File: src/rtl/gpio_pkg.sv
// Shared constants and types for the Wishbone button/LED GPIO block.
package gpio_pkg;

  localparam int unsigned DATA_W = 32;
  // Width of the decoded word address, taken from wb_adr_i[4:2].
  localparam int unsigned ADR_W  = 3;

  localparam logic [ADR_W-1:0] ADR_BTN      = 3'd0;
  localparam logic [ADR_W-1:0] ADR_LED      = 3'd1;
  localparam logic [ADR_W-1:0] ADR_IRQ_EN   = 3'd2;
  localparam logic [ADR_W-1:0] ADR_IRQ_PEND = 3'd3;
  localparam logic [ADR_W-1:0] ADR_RAW      = 3'd4;

  typedef enum logic [1:0] {
    StIdle,
    StAck,
    StErr
  } bus_state_e;

  // Offsets 0x00..0x10 are backed by registers; 0x14..0x1C are holes.
  function automatic logic adr_mapped(input logic [ADR_W-1:0] adr);
    return adr <= ADR_RAW;
  endfunction

endpackage

File: src/rtl/btn_debounce.sv
// One button bit: 2-flop synchroniser, stability counter, debounced level and rise pulse.
module btn_debounce #(
  parameter int unsigned DEBOUNCE_CYCLES = 650000
) (
  input  logic clk,
  input  logic rst,
  input  logic raw,
  output logic sync,
  output logic stable,
  output logic rise
);

  localparam int unsigned CNT_W = $clog2(DEBOUNCE_CYCLES);
  localparam logic [CNT_W-1:0] CNT_MAX = CNT_W'(DEBOUNCE_CYCLES - 1);

  logic             meta;
  logic             raw_sync;
  logic             stable_q;
  logic             stable_d;
  logic [CNT_W-1:0] cnt_q;
  logic [CNT_W-1:0] cnt_d;

  // Two-stage synchroniser for the asynchronous button level.
  always_ff @(posedge clk) begin
    if (rst) begin
      meta     <= 1'b0;
      raw_sync <= 1'b0;
    end else begin
      meta     <= raw;
      raw_sync <= meta;
    end
  end

  // Count consecutive cycles of disagreement; accept the new level on the last one.
  always_comb begin
    stable_d = stable_q;
    cnt_d    = '0;
    if (raw_sync != stable_q) begin
      if (cnt_q == CNT_MAX) begin
        stable_d = raw_sync;
      end else begin
        cnt_d = cnt_q + 1'b1;
      end
    end
  end

  // Debounced state and counter registers.
  always_ff @(posedge clk) begin
    if (rst) begin
      stable_q <= 1'b0;
      cnt_q    <= '0;
    end else begin
      stable_q <= stable_d;
      cnt_q    <= cnt_d;
    end
  end

  assign sync   = raw_sync;
  assign stable = stable_q;
  // Combinational so the pending bit is set on the same edge that stable rises.
  assign rise   = stable_d & ~stable_q;

endmodule

File: src/rtl/wb_btn_gpio.sv
// Wishbone classic slave exposing debounced buttons with maskable rise IRQs and LED outputs.
module wb_btn_gpio
  import gpio_pkg::*;
#(
  parameter int unsigned NBTN            = 4,
  parameter int unsigned NLED            = 3,
  parameter int unsigned DEBOUNCE_CYCLES = 650000
) (
  input  logic              wb_clk_i,
  input  logic              wb_rst_i,
  input  logic [31:0]       wb_adr_i,
  input  logic [31:0]       wb_dat_i,
  input  logic [3:0]        wb_sel_i,
  input  logic              wb_we_i,
  input  logic              wb_cyc_i,
  input  logic              wb_stb_i,
  output logic [31:0]       wb_dat_o,
  output logic              wb_ack_o,
  output logic              wb_err_o,
  input  logic [NBTN-1:0]   btn_i,
  output logic [NLED-1:0]   led_o,
  output logic              int_o
);

  bus_state_e state_q;
  bus_state_e state_d;

  logic [ADR_W-1:0]  adr;
  logic              mapped;
  logic              req;
  logic              wr_en;
  logic [DATA_W-1:0] rd_data;
  logic [DATA_W-1:0] dat_q;

  logic [NBTN-1:0]   raw_sync;
  logic [NBTN-1:0]   stable;
  logic [NBTN-1:0]   rise;

  logic [NLED-1:0]   led_q;
  logic [NBTN-1:0]   irq_en_q;
  logic [NBTN-1:0]   irq_pend_q;
  logic [NBTN-1:0]   irq_pend_d;
  logic [NBTN-1:0]   w1c_mask;
  logic              int_q;

  // Address bits outside [4:2], sel[3:1] and high data bits are intentionally ignored.
  logic unused_bus;
  assign unused_bus = ^{wb_adr_i, wb_sel_i, wb_dat_i};

  for (genvar i = 0; i < NBTN; i++) begin : g_btn
    btn_debounce #(
      .DEBOUNCE_CYCLES(DEBOUNCE_CYCLES)
    ) u_btn_debounce (
      .clk   (wb_clk_i),
      .rst   (wb_rst_i),
      .raw   (btn_i[i]),
      .sync  (raw_sync[i]),
      .stable(stable[i]),
      .rise  (rise[i])
    );
  end

  assign adr    = wb_adr_i[4:2];
  assign mapped = adr_mapped(adr);
  // Idle state implies ack_o and err_o are both low.
  assign req    = (state_q == StIdle) && wb_cyc_i && wb_stb_i;
  assign wr_en  = req && mapped && wb_we_i && wb_sel_i[0];

  // Bus FSM next state: one wait state, then a single-cycle ack or err.
  always_comb begin
    state_d = state_q;
    unique case (state_q)
      StIdle: begin
        if (req) begin
          state_d = mapped ? StAck : StErr;
        end
      end
      StAck:   state_d = StIdle;
      StErr:   state_d = StIdle;
      default: state_d = StIdle;
    endcase
  end

  // Bus FSM state register.
  always_ff @(posedge wb_clk_i) begin
    if (wb_rst_i) begin
      state_q <= StIdle;
    end else begin
      state_q <= state_d;
    end
  end

  // Read mux; unused bits and unmapped offsets read zero.
  always_comb begin
    rd_data = '0;
    case (adr)
      ADR_BTN:      rd_data[NBTN-1:0] = stable;
      ADR_LED:      rd_data[NLED-1:0] = led_q;
      ADR_IRQ_EN:   rd_data[NBTN-1:0] = irq_en_q;
      ADR_IRQ_PEND: rd_data[NBTN-1:0] = irq_pend_q;
      ADR_RAW:      rd_data[NBTN-1:0] = raw_sync;
      default:      rd_data = '0;
    endcase
  end

  // Pending update: W1C clears, then a coincident rise sets the bit back.
  always_comb begin
    w1c_mask = '0;
    if (wr_en && (adr == ADR_IRQ_PEND)) begin
      w1c_mask = wb_dat_i[NBTN-1:0];
    end
    irq_pend_d = (irq_pend_q & ~w1c_mask) | rise;
  end

  // Register file, registered read data and interrupt output.
  always_ff @(posedge wb_clk_i) begin
    if (wb_rst_i) begin
      led_q      <= '0;
      irq_en_q   <= '0;
      irq_pend_q <= '0;
      int_q      <= 1'b0;
      dat_q      <= '0;
    end else begin
      if (wr_en && (adr == ADR_LED)) begin
        led_q <= wb_dat_i[NLED-1:0];
      end
      if (wr_en && (adr == ADR_IRQ_EN)) begin
        irq_en_q <= wb_dat_i[NBTN-1:0];
      end
      irq_pend_q <= irq_pend_d;
      int_q      <= |(irq_pend_q & irq_en_q);
      dat_q      <= (req && mapped) ? rd_data : '0;
    end
  end

  assign wb_ack_o = (state_q == StAck);
  assign wb_err_o = (state_q == StErr);
  assign wb_dat_o = dat_q;
  assign led_o    = led_q;
  assign int_o    = int_q;

endmodule

File: config.mk
export PLATFORM = sky130hd
export DESIGN_NAME = wb_btn_gpio
export DESIGN_NICKNAME = d
export VERILOG_FILES = /design/src/rtl/gpio_pkg.sv /design/src/rtl/btn_debounce.sv /design/src/rtl/wb_btn_gpio.sv
export SDC_FILE = /design/constraint.sdc
export NUM_CORES = 1
export LEC_CHECK = 0
export ABC_AREA = 0
export ABC_CLOCK_PERIOD_IN_PS = 3640
export BUFFER_PORTS_ARGS = -buffer_cell sky130_fd_sc_hd__buf_2
export CAP_MARGIN = 20
export CELL_PAD_IN_SITES_DETAIL_PLACEMENT = 0
export CELL_PAD_IN_SITES_GLOBAL_PLACEMENT = 1
export CORE_ASPECT_RATIO = 1.25
export CORE_MARGIN = 2
export CORE_UTILIZATION = 43
export CTS_CLUSTER_SIZE = 30
export DETAILED_ROUTE_END_ITERATION = 8
export PLACE_DENSITY = 0.84
export RECOVER_POWER = 25
export SYNTH_ARGS = -nofsm -noshare
export SYNTH_HDL_FRONTEND = slang
export SYNTH_SLANG_ARGS = --single-unit
File: constraint.sdc
create_clock -name wb_clk_i -period 3.64 [get_ports wb_clk_i]
set_input_delay 1.092 -clock wb_clk_i [delete_from_list [all_inputs] [get_ports wb_clk_i]]
set_output_delay 1.092 -clock wb_clk_i [all_outputs]
set_load 0.02 [all_outputs]
* Word-level counts from Yosys, hierarchy flattened *
Index checks and enable logic that the tools add are counted.

operators by class
  add/sub/neg operators = 4
  magnitude comparators = 1
  eq/ne operators = 14
  multiplexer cells = 12
  bitwise gates (word level) = 18
  reductions and logical operators = 17

operators by type and width
  kind                                                    number
  adder 20 x 1 -> 20 bit (second input constant)          4
  equality test 20 bit (second input constant)            4
  case mux 3 bit (5 select lines)                         1
  OR reduction 3 bit                                      4
  inverter 1 bit                                          10
  bitwise AND 4 bit                                       2
  logical AND 1 bit                                       8
  two-way mux 1 bit                                       8
  equality test 3 x 2 -> 1 bit (second input constant)    2
  bitwise AND 1 bit                                       4
  two-way mux 4 bit                                       1
  != test 1 bit                                           4
  inverter 4 bit                                          1
  bitwise OR 4 bit                                        1
  case mux 1 bit (4 select lines)                         1
  OR reduction 2 bit                                      2
  OR reduction 4 bit                                      1
  equality test 3 x 1 -> 1 bit (second input constant)    1
  equality test 3 bit (second input constant)             1
  less-or-equal comparator 3 bit (second input constant)  1
  zero test 3 bit                                         1
  equality test 2 x 1 -> 1 bit (second input constant)    1
  equality test 2 bit (second input constant)             1
  zero test 2 bit                                         1
  two-way mux 2 bit                                       1

storage, ports and cells
  flip-flop bits (word level) = 138
  input bits = 77
  word-level logic and storage cells = 89

* Longest topological paths before layout *
Gate-level depths: netlist of the first run.

  word-level depth = 11
  depth in mapped cells = 6
  mapped depth without buffers = 5

* By module *
A second synthesis of the first run with hierarchy kept.

unflattened totals
  cell total of the unflattened synthesis = 603
  area total of the unflattened synthesis = 5330.1 um2

by module, submodules not included
  module        instances  cells an instance  area each (um2)  sequential area each (um2)
  btn_debounce  4          117                1027.2           460.4
  wb_btn_gpio   1          135                1221.2           360.3

* Least setup slack after synthesis of the first run *
OpenSTA, ideal clock, no wires.

  kind = input-to-reg
  start = in wb_adr_i[3]
  end = reg irq_en_q[0]
  library setup time = 0.128 ns
  arrival = 2.289 ns
  required time = 3.512 ns
  setup slack = 1.224 ns
  stages on the path = 6
  buffers on the path = 2
  cell sequence = clkbuf_1 nor2b_1 and4b_1 clkbuf_1 mux2i_1 nor2_1

between the ends
  cells in the longest elaborated chain, start to end = 5

RTL lines
  what                             line                text
  from (decl)                      wb_btn_gpio.sv:11   input logic [31:0] wb_adr_i,
  less-or-equal comparator 3 bit   gpio_pkg.sv:22      return adr <= ADR_RAW;
  logical AND 1 bit (3 in series)  wb_btn_gpio.sv:67   assign wr_en = req && mapped && wb_we_i && wb_sel_i[0];
  logical AND 1 bit (*)            wb_btn_gpio.sv:127  if (wr_en && (adr == ADR_IRQ_EN)) begin
  to (signal assigned)             wb_btn_gpio.sv:128  irq_en_q <= wb_dat_i[NBTN-1:0];
  to (decl)                        wb_btn_gpio.sv:40   logic [NBTN-1:0] irq_en_q;

Mark *: on every way between the ends. The rest lies on a longest branch, timed or not.
A chain may end at the register's enable or synchronous reset.

* Worst setup path in the final report of the first run *
  start = in wb_rst_i
  end = reg g_btn[1].u_btn_debounce.cnt_q[10]

between the ends
  cells in the longest elaborated chain, start to end = 1

RTL lines
  what                          line                text
  from (decl)                   wb_btn_gpio.sv:10   input logic wb_rst_i,
  OR reduction 3 bit (no line)  -
  to (signal assigned)          btn_debounce.sv:54  cnt_q <= cnt_d;
  to (decl)                     btn_debounce.sv:20  logic [CNT_W-1:0] cnt_q;

No other way between the ends.

==> flow_summary.ini, run 1 <==
[outcome]
outcome = finished clean

[synthesis]
synth-edff-count = 0
ys_ff_latch = 110
ys_async_sr_fraction_pct = 0
ys_top_cells_by_area = dfxtp_1 (43%), nor2_1 (6.2%), xnor2_1 (6.0%)
synth.yosys.seq_area_share_pct = 43.24
synth.top_cell.area_share_pct = 43.24
syn_area_um2 = 5092
syn_avg_cell_area_um2 = 8.690
ys_types = 50
yosys.area.top_type = dfxtp_1
syn_inst = 586
synthFlopType = dfxtp_1
synth_warnings = 0

[pwr]
p_leak_nw = 1.791
total_power_mw = 2.322
p_per_area_nw_per_um2 = 420.5
ir_worst_vdd_uv = 188.0

[clock_tree]
cts.path.max_buffers = 2
htreeDepth = 3
cts_tree = done
cts_made_buffers = 9
clk_pin_slew_worst_paths_ps = 70
clk_latency_ps = 340
post-cts-setup-buffers = 0
root_buffer = clkbuf_16
clock_sinks = 110
cts-resized-gates = 0
hold_buffers = 0

[critical_path]
start_kind = input pin
critPathCaptureType = register
r2r_slack_ps = 1260
critPathKind = input pin to register
rr_worst_depth = 5
crit_fanout = 33
path_cells = clkbuf_1 > a211o_1 > nor2_1
worst-path-buf-inv = 1
timing.rr.start = g_btn[1].u_btn_debounce.cnt_q[0]$_SDFF_PP0_
arrival_ps = 2860
cp.required_ps = 3850
reg2reg_to = g_btn[1].u_btn_debounce.cnt_q[10]$_SDFF_PP0_
cp_top_family = buffers and inverters
slowest_stage = clkbuf_1
slowest_delay_ps = 990

[run]
max_cap_violations = 0

[route]
dr_total_vias = 3937
drt_wl_total_um = 9686
via_per_inst = 5.270
top_signal_layer_used = met4
ant_nets = 0
drcViolationCount = 0
drt-met1-wl_um = 4493
drt_first_pass_iters = 4
drt_first_iter_violations = 124
route.met3.wl_um = 520
route.met2.wl_um = 4468
wl_per_cell_um = 12.97

[cells_and_area]
final_core_util_pct = 47.76
final_cell_mix = dfxtp_1 (110), nor2_1 (84), xnor2_1 (35)
nets = 686
drive_above_1_share_pct = 8.224
area_growth_pct = 8.428
final_common_cell = dfxtp_1
fillers = 1110

[global_routing]
grt_pass1_wl_um = 16680
grt_usage_pct = 16.04
antenna_found_initial = 1
grt_pass1_vias = 3668
grt_start_max_net_pins = 34
grt_overflow = 0

[sta]
hold_ws_ps = 436.4
hold_viol_final = 0
tightest_slew_ps = 1393
fin_crit_sh_pct = 72.99
max_freq_mhz = 376.4
tns_ps = 0
finalSetupViolCount = 0
clock_skew_ps = 5.686
post-route-min-period_ps = 2657
rsz0062_at_grt = false
slew_viol_final = 0
slew_headroom_pct = 7.154

[worst_hold_path]
min_to = g_btn[0].u_btn_debounce.sync$_SDFF_PP0_
min_from = g_btn[0].u_btn_debounce.meta$_SDFF_PP0_
hold_path_class = register to register
holdPathStages = 1

[floorplan]
die_area_um2 = 12730
die_width_um = 101.3
design.core.area_um2 = 11560
initial_utilization_pct = 44.05
rows = 44
boundaryPins = 115
die_height_um = 125.7

[placed_design]
portBuffers = 26
finalWeightedCongestion = 0.8033
dpl.hpwl_um = 6892
[cell usage after synthesis, types with 4 or more instances]
master      n
a21oi_1    28
and3_1      8
or3_1      16
buf_4      28
nor3_1     12
nand2_1    32
ha_1        4
xor2_1     20
nor4b_1     4
nor2_1     84
xnor2_1    35
or2_2       4
o21ai_0    29
o31ai_1     4
mux2i_1    10
or4_1       9
inv_1      14
and4_1      5
nor2b_1    17
nand3_1    24
clkbuf_1   13
nor4_1     10
dfxtp_1   110
nand4_1    23
[state kept, by name (all words and copies together), names as in the netlist]
| register | flops |
|---|---|
| g_btn.u_btn_debounce.cnt_q | 80 |
| g_btn.u_btn_debounce.meta | 4 |
| g_btn.u_btn_debounce.stable | 4 |
| g_btn.u_btn_debounce.sync | 4 |
| irq_en_q | 4 |
| irq_pend_q | 4 |
| wb_dat_o | 4 |
| led_o | 3 |
| state_q | 2 |
| int_o | 1 |
[cells by family (layout without fill, tap and decap cells)]
kind of cell | after synthesis | in the layout | share of synthesized area (%)
DFF | 110 | 110 | 43.24
muxes | 12 | 12 | 2.850
AOI/OAI and AO/OA | 72 | 72 | 8.108
other | 1 | 29 | 0.07364
adders and majority gates | 4 | 4 | 0.9828
and+or+nand+nor | 272 | 272 | 28.58
buffers and inverters | 60 | 55 | 6.707
xor gates and xnor gates | 55 | 55 | 9.459
[area by class of cell]
class	count	area, um^2	area share (%)
Clock buffer	10	239.0	4.328
Clock inverter	4	72.57	1.314
Inverter	14	52.55	0.9517
Sequential cell	110	2202	39.88
Multi-Input combinational cell	443	2650	47.99
Timing Repair Buffer	27	130.1	2.357
Tap cell	138	172.7	3.127
Antenna cell	1	2.502	0.04532
[per-layer routing]
metal  GRT usage, %  up-vias
met4          5.882        0
met2          25.91       74
met1          20.40     1825
li1               -     2027
met3          4.384       11
met5              0        -
[worst max-delay path by stage]
stage / start / endpoint / slack (ps) / depth (start not counted)
3_5_place_dp: wb_cyc_i / irq_en_q[0]$_SDFFE_PP0P_ / 1020 / 5
3_3_place_gp: wb_cyc_i / irq_en_q[2]$_SDFFE_PP0P_ / 1060 / 5
2_1_floorplan: wb_adr_i[3] / irq_en_q[0]$_SDFFE_PP0P_ / 1220 / 6
4_1_cts: g_btn[1].u_btn_debounce.cnt_q[0]$_SDFF_PP0_ / g_btn[1].u_btn_debounce.cnt_q[10]$_SDFF_PP0_ / 1250 / 5
5_1_grt: wb_rst_i / g_btn[1].u_btn_debounce.cnt_q[11]$_SDFF_PP0_ / 810 / 3
6_report: wb_rst_i / g_btn[1].u_btn_debounce.cnt_q[10]$_SDFF_PP0_ / 980 / 3
[power by group]
group	internal, mW	switching (mW)	leakage, nW
Clock	0.613	0.421	0.150
Sequential	1.21	0.00490	0.888
Combinational	0.0182	0.0560	0.752
Total	1.84	0.481	1.79
[metrics by stage]
step                setup slack [ps]  cell area, um^2  instances
floorplan                       1224             5194        613
global placement                1062             5215        732
detailed placement              1019             5215        732
CTS                             1249             5527        746
global route                   812.6             5519        746
finish                         983.2             5522        747
[worst register-to-register path: stages (launching register included)]
cell	delay [ps]
dfxtp_1	390
ha_1	210
nand3_1	260
nor4_1	600
a211o_1	660
nor2_1	120
(Power assumes the default switching activity.)
==> run 2: changes to the inputs <==
- ABC_CLOCK_PERIOD_IN_PS: 3640 -> 2750
- CORE_UTILIZATION: 43 -> 40
- PLACE_DENSITY: 0.84 -> 0.78
- clock period: 3.64 -> 2.75 ns (I/O delays scaled with it)
==> flow_summary.ini, run 2 (synthesized netlist as in run 1, its figures left out) <==
[pwr]
p_leak_nw = 1.777
p_seq_share_pct = 54.7
ir_worst_vdd_uv = 237.7
p_per_area_nw_per_um2 = 530.4
clock_power_share_pct = 41.9
total_power_mw = 2.941
power.switching_mw = 0.6717
p_int_mw = 2.269
swShare_pct = 22.84
combinationalPowerShare_pct = 3.4

[clock_tree]
root_buffer = clkbuf_16
clk_latency_ps = 350
cts-resized-gates = 0
clock_sinks = 110
clk_pin_slew_worst_paths_ps = 70
cts.path.max_buffers = 2
cts_tree = done
htreeDepth = 3
post-cts-setup-buffers = 0
cts_made_buffers = 9
hold_buffers = 0

[route]
drt_first_pass_iters = 4
dr_total_vias = 3949
drcViolationCount = 0
via_per_inst = 5.056
wl_per_cell_um = 12.63
drt_wl_total_um = 9867
drt_first_iter_violations = 170
ant_nets = 0

[cells_and_area]
regMostFlops = g_btn.u_btn_debounce.cnt_q
antennaDiodeCount = 0
final_cell_mix = dfxtp_1 (110), nor2_1 (84), xnor2_1 (35)
drive_above_1_share_pct = 8.320
layout.area.seq_um2 = 2202
largest_reg_flops = 80
stdcell_area_um2 = 5544
nets = 689
area_growth_pct = 8.870
fillers = 1242
final_common_cell = dfxtp_1
multi_input_area_um2 = 2650

[critical_path]
crit_fanout = 22
critPathKind = input pin to register
timing.rr.start = g_btn[2].u_btn_debounce.cnt_q[0]$_SDFF_PP0_
crit_start = wb_rst_i
critPathCaptureType = register
cp-endpoint = g_btn[2].u_btn_debounce.cnt_q[5]$_SDFF_PP0_
arrival_ps = 2520
r2r_slack_ps = 530
rr_worst_depth = 6
start_kind = input pin
cp.required_ps = 2960
reg2reg_to = g_btn[2].u_btn_debounce.cnt_q[5]$_SDFF_PP0_

[sta]
hold_viol_final = 0
clock_skew_ps = 10.35
slew_viol_final = 0
rsz0062_at_grt = false
post-route-min-period_ps = 2317
slew_headroom_pct = 36.91
tightest_slew_ps = 946.4
max_freq_mhz = 431.5
finalSetupViolCount = 0
fin_crit_sh_pct = 84.27
tns_ps = 0

[floorplan]
initial_utilization_pct = 40.59
die_height_um = 130.2
design.core.area_um2 = 12550
die_area_um2 = 13660
boundaryPins = 115
die_width_um = 104.9
rows = 46

[global_routing]
grt_start_max_net_pins = 23
grt_overflow = 0
grt_usage_pct = 14.74
grt_pass1_vias = 3618
grt_pass1_wl_um = 16500
antenna_found_initial = 0

[run]
max_cap_violations = 0

[placed_design]
finalWeightedCongestion = 0.7878
dpl.hpwl_um = 7071
placed_area_um2 = 5275
portBuffers = 26

[outcome]
outcome = finished clean

[worst_hold_path]
hold_path_class = register to register
==> run 2: cell count changes in the layout (fill, tap and decap cells not counted) <==
cell       change
clkinv_4       +4
diode_2        -1
bufinv_16      -2
buf_4          +1
buf_2          -2
clkbuf_1       +4
==> run 2: power by group through the flow <==
stage                     combinational, mW  clock, mW  sequential, mW
after CTS                             0.102       1.27            1.61
after global placement               0.0998          0            1.64
final                                 0.101       1.23            1.61
after detailed placement              0.101          0            1.64
after floorplan                       0.106          0            1.64
after global routing                  0.110       1.33            1.61
==> run 2: critical path, stage by stage <==
cell	delay (ps)
clkbuf_1	690
nor2_1	110
o21ai_0	110
clkbuf_1	670
nor2_1	120
==> run 2: through the flow <==
stage	setup slack [ps]	hold slack, ps	util [%]	std cells
2_1_floorplan	600.8	413.8	-	613
3_5_place_dp	437.7	424.6	42.04	765
4_1_cts	539.2	447.4	44.33	781
3_3_place_gp	462.8	419.4	42.04	765
5_1_grt	231.2	460.5	44.19	781
6_report	432.6	443.5	44.19	781
==> run 2: layout make-up <==
| cell class | instances | area share (%) |
|---|---|---|
| Timing Repair Buffer | 30 | 2.573 |
| Clock buffer | 10 | 4.311 |
| Inverter | 14 | 0.9479 |
| Sequential cell | 110 | 39.72 |
| Clock inverter | 6 | 0.8576 |
| Multi-Input combinational cell | 443 | 47.80 |
| Tap cell | 168 | 3.791 |
==> run 2: metal layers <==
layer	GRT usage, %	vias up	wire length [um]
met5	0	-	0
met4	6.510	0	99
met3	3.147	7	364
met2	24.64	66	4709
met1	18.43	1838	4694
li1	-	2038	-
==> run 2: how the worst min path moves through the flow <==
stage / end / cells after the start / from
CTS: g_btn[1].u_btn_debounce.sync$_SDFF_PP0_ / 1 / g_btn[1].u_btn_debounce.meta$_SDFF_PP0_
finish: g_btn[3].u_btn_debounce.sync$_SDFF_PP0_ / 1 / g_btn[3].u_btn_debounce.meta$_SDFF_PP0_
detailed placement: g_btn[1].u_btn_debounce.sync$_SDFF_PP0_ / 1 / g_btn[1].u_btn_debounce.meta$_SDFF_PP0_
global placement: g_btn[1].u_btn_debounce.sync$_SDFF_PP0_ / 1 / g_btn[1].u_btn_debounce.meta$_SDFF_PP0_
floorplan: g_btn[0].u_btn_debounce.sync$_SDFF_PP0_ / 1 / g_btn[0].u_btn_debounce.meta$_SDFF_PP0_
global route: g_btn[2].u_btn_debounce.sync$_SDFF_PP0_ / 1 / g_btn[2].u_btn_debounce.meta$_SDFF_PP0_
==> run 3: changes to the inputs <==
- ABC_AREA: 0 -> 1
- ABC_CLOCK_PERIOD_IN_PS: 2750 -> 2000
- CORE_UTILIZATION: 40 -> 35
- PLACE_DENSITY: 0.78 -> 0.75
- clock period: 2.75 -> 2 ns (I/O delays scaled with it)
==> flow_summary.ini, run 3 <==
[global_routing]
grt_start_max_net_pins = 21
grt_overflow = 0
grt_pass1_vias = 4447
grt_pass1_wl_um = 20560
antenna_found_initial = 2
grt_usage_pct = 14.97

[synthesis]
ys_top_cells_by_area = dfxtp_1 (39%), nand2_1 (14%), nor2_1 (10%)
ys_types = 34
synth.yosys.seq_area_share_pct = 39.32
synthFlopType = dfxtp_1
synth_warnings = 0
yosys.area.top_type = dfxtp_1
ys_ff_latch = 110
synth_most_common_cell = nand2_1
syn_inst = 822
synth-edff-count = 0
synth.top_cell.area_share_pct = 39.32
ys_async_sr_fraction_pct = 0
syn_avg_cell_area_um2 = 6.813
synthTopCellsByCount = nand2_1 (205), nor2_1 (152), dfxtp_1 (110)
syn_area_um2 = 5600

[critical_path]
worst-path-buf-inv = 2
slowest_delay_ps = 420
cpMostUsedCell = nand2_1
cp.required_ps = 2240
start_kind = register
path_cells = ha_1 > nand3_2 > inv_1 > nand2_1 > nor2_1 > nand2_1 > nand2_1 > buf_12 > a21oi_1
critPathCaptureType = register
critPathKind = register to register
cp_top_family = simple AND/OR/NAND/NOR gates
crit_fanout = 20
r2r_slack_ps = 320
arrival_ps = 1920
slowest_stage = dfxtp_1

[cells_and_area]
final_cell_mix = nand2_1 (206), nor2_1 (155), dfxtp_1 (110)
nets = 937
drive_above_1_share_pct = 8.479
area_growth_pct = 9.540
final_common_cell = nand2_1
regMostFlops = g_btn.u_btn_debounce.cnt_q
largest_reg_flops = 80

[sta]
post-route-min-period_ps = 1680
hold_viol_final = 0
tightest_slew_ps = 667.9
slew_headroom_pct = 55.48
fin_crit_sh_pct = 83.99
rsz0062_at_grt = false
max_freq_mhz = 595.3
tns_ps = 0
clock_skew_ps = 7.494
slew_viol_final = 0
finalSetupViolCount = 0

[run]
max_cap_violations = 0

[pwr]
clock_power_share_pct = 44.0
power.switching_mw = 0.9876
total_power_mw = 4.211
p_leak_nw = 1.943
combinationalPowerShare_pct = 3.5
swShare_pct = 23.45
p_seq_share_pct = 52.4
ir_worst_vdd_uv = 348.4
p_per_area_nw_per_um2 = 686.5
p_int_mw = 3.224

[outcome]
outcome = finished clean

[route]
drt_wl_total_um = 12130
drt_first_pass_iters = 5
drt_first_iter_violations = 201
via_per_inst = 4.501
ant_nets = 0
drcViolationCount = 0
dr_total_vias = 4834
wl_per_cell_um = 11.29

[worst_hold_path]
hold_path_class = register to register

[clock_tree]
clk_latency_ps = 350
htreeDepth = 3
cts_tree = done
clk_pin_slew_worst_paths_ps = 70
cts-resized-gates = 0
hold_buffers = 0
post-cts-setup-buffers = 0
cts.path.max_buffers = 2
root_buffer = clkbuf_16
clock_sinks = 110
cts_made_buffers = 9

[floorplan]
initial_utilization_pct = 35.82
die_area_um2 = 17040
design.core.area_um2 = 15630
die_height_um = 145.4
boundaryPins = 115
die_width_um = 117.1
rows = 51

[placed_design]
finalWeightedCongestion = 0.8010
dpl.hpwl_um = 9232
portBuffers = 26
run 3: changes by cell type after synthesis, moves of 17 or more:
cell and delta:
nor2_1 +68, xnor2_1 -29, nor2b_1 -17, inv_1 +60, a21oi_1 +30, nand2_1 +173
run 3: kinds of logic (layout without fill, tap and decap cells):
kind of cell             count (synthesis)  in the layout  share of synthesized area [%]
XOR/XNOR                                15             15                          2.346
flip-flops                             110            110                          39.32
buffers and inverters                  117            129                          10.68
adder cells (fa/ha/maj)                  4              4                         0.8937
other                                    1             29                        0.06696
AND/OR/NAND/NOR                        484            484                          38.41
AO/OA/AOI/OAI                           91             91                          8.289
run 3: layout make-up:
type	instances	area (um^2)
fill	1692	9499
multi-input combinational	622	2865
sequential	110	2202
inverter	79	296.5
tap	212	265.3
clock buffer	9	225.2
timing repair buffer	34	197.7
clock inverter	7	80.08
antenna	1	2.502
run 3: path summary, 6_finish.rpt:
kind	cells past startpoint	from	endpoint
worst max-delay path	9	g_btn[3].u_btn_debounce.cnt_q[0]$_SDFF_PP0_	g_btn[3].u_btn_debounce.cnt_q[15]$_SDFF_PP0_
worst min-delay path	2	g_btn[3].u_btn_debounce.meta$_SDFF_PP0_	g_btn[3].u_btn_debounce.sync$_SDFF_PP0_
worst max register to register	9	g_btn[3].u_btn_debounce.cnt_q[0]$_SDFF_PP0_	g_btn[3].u_btn_debounce.cnt_q[15]$_SDFF_PP0_
worst min register to register	2	g_btn[3].u_btn_debounce.meta$_SDFF_PP0_	g_btn[3].u_btn_debounce.sync$_SDFF_PP0_
run 3: metal layers:
layer	track usage, %	part of all wire [%]
met1	18.87	48
met3	2.832	3.0
met4	5.588	1.7
met2	25.00	47
met5	0	0.074
run 3: worst register-to-register path, stage by stage, from the launching register on:
cell and delay, ps:
dfxtp_1 420, ha_1 300, nand3_2 130, inv_1 90
nand2_1 60, nor2_1 150, nand2_1 100, nand2_1 110
buf_12 160, a21oi_1 50
run 3: through the flow:
stage / cells / hold WS [ps] / area (um^2) / setup WS [ps] / util [%]
5_1_grt: 1073 / 428.3 / 6132 / 84.60 / 39.22
2_1_floorplan: 849 / 388.3 / 5702 / 530.5 / -
3_5_place_dp: 1057 / 394.1 / 5881 / 223.8 / 37.61
4_1_cts: 1073 / 404.2 / 6186 / 303.1 / 39.57
6_report: 1074 / 403.3 / 6135 / 320.2 / 39.24
3_3_place_gp: 1057 / 394.6 / 5881 / 223.5 / 37.61
run 3: power groups by stage:
stage	combinational, mW	sequential [mW]	clock [mW]
2_1_floorplan	0.154	2.26	0
3_3_place_gp	0.157	2.26	0
3_5_place_dp	0.156	2.26	0
4_1_cts	0.156	2.21	1.92
5_1_grt	0.164	2.21	1.99
6_report	0.149	2.21	1.85
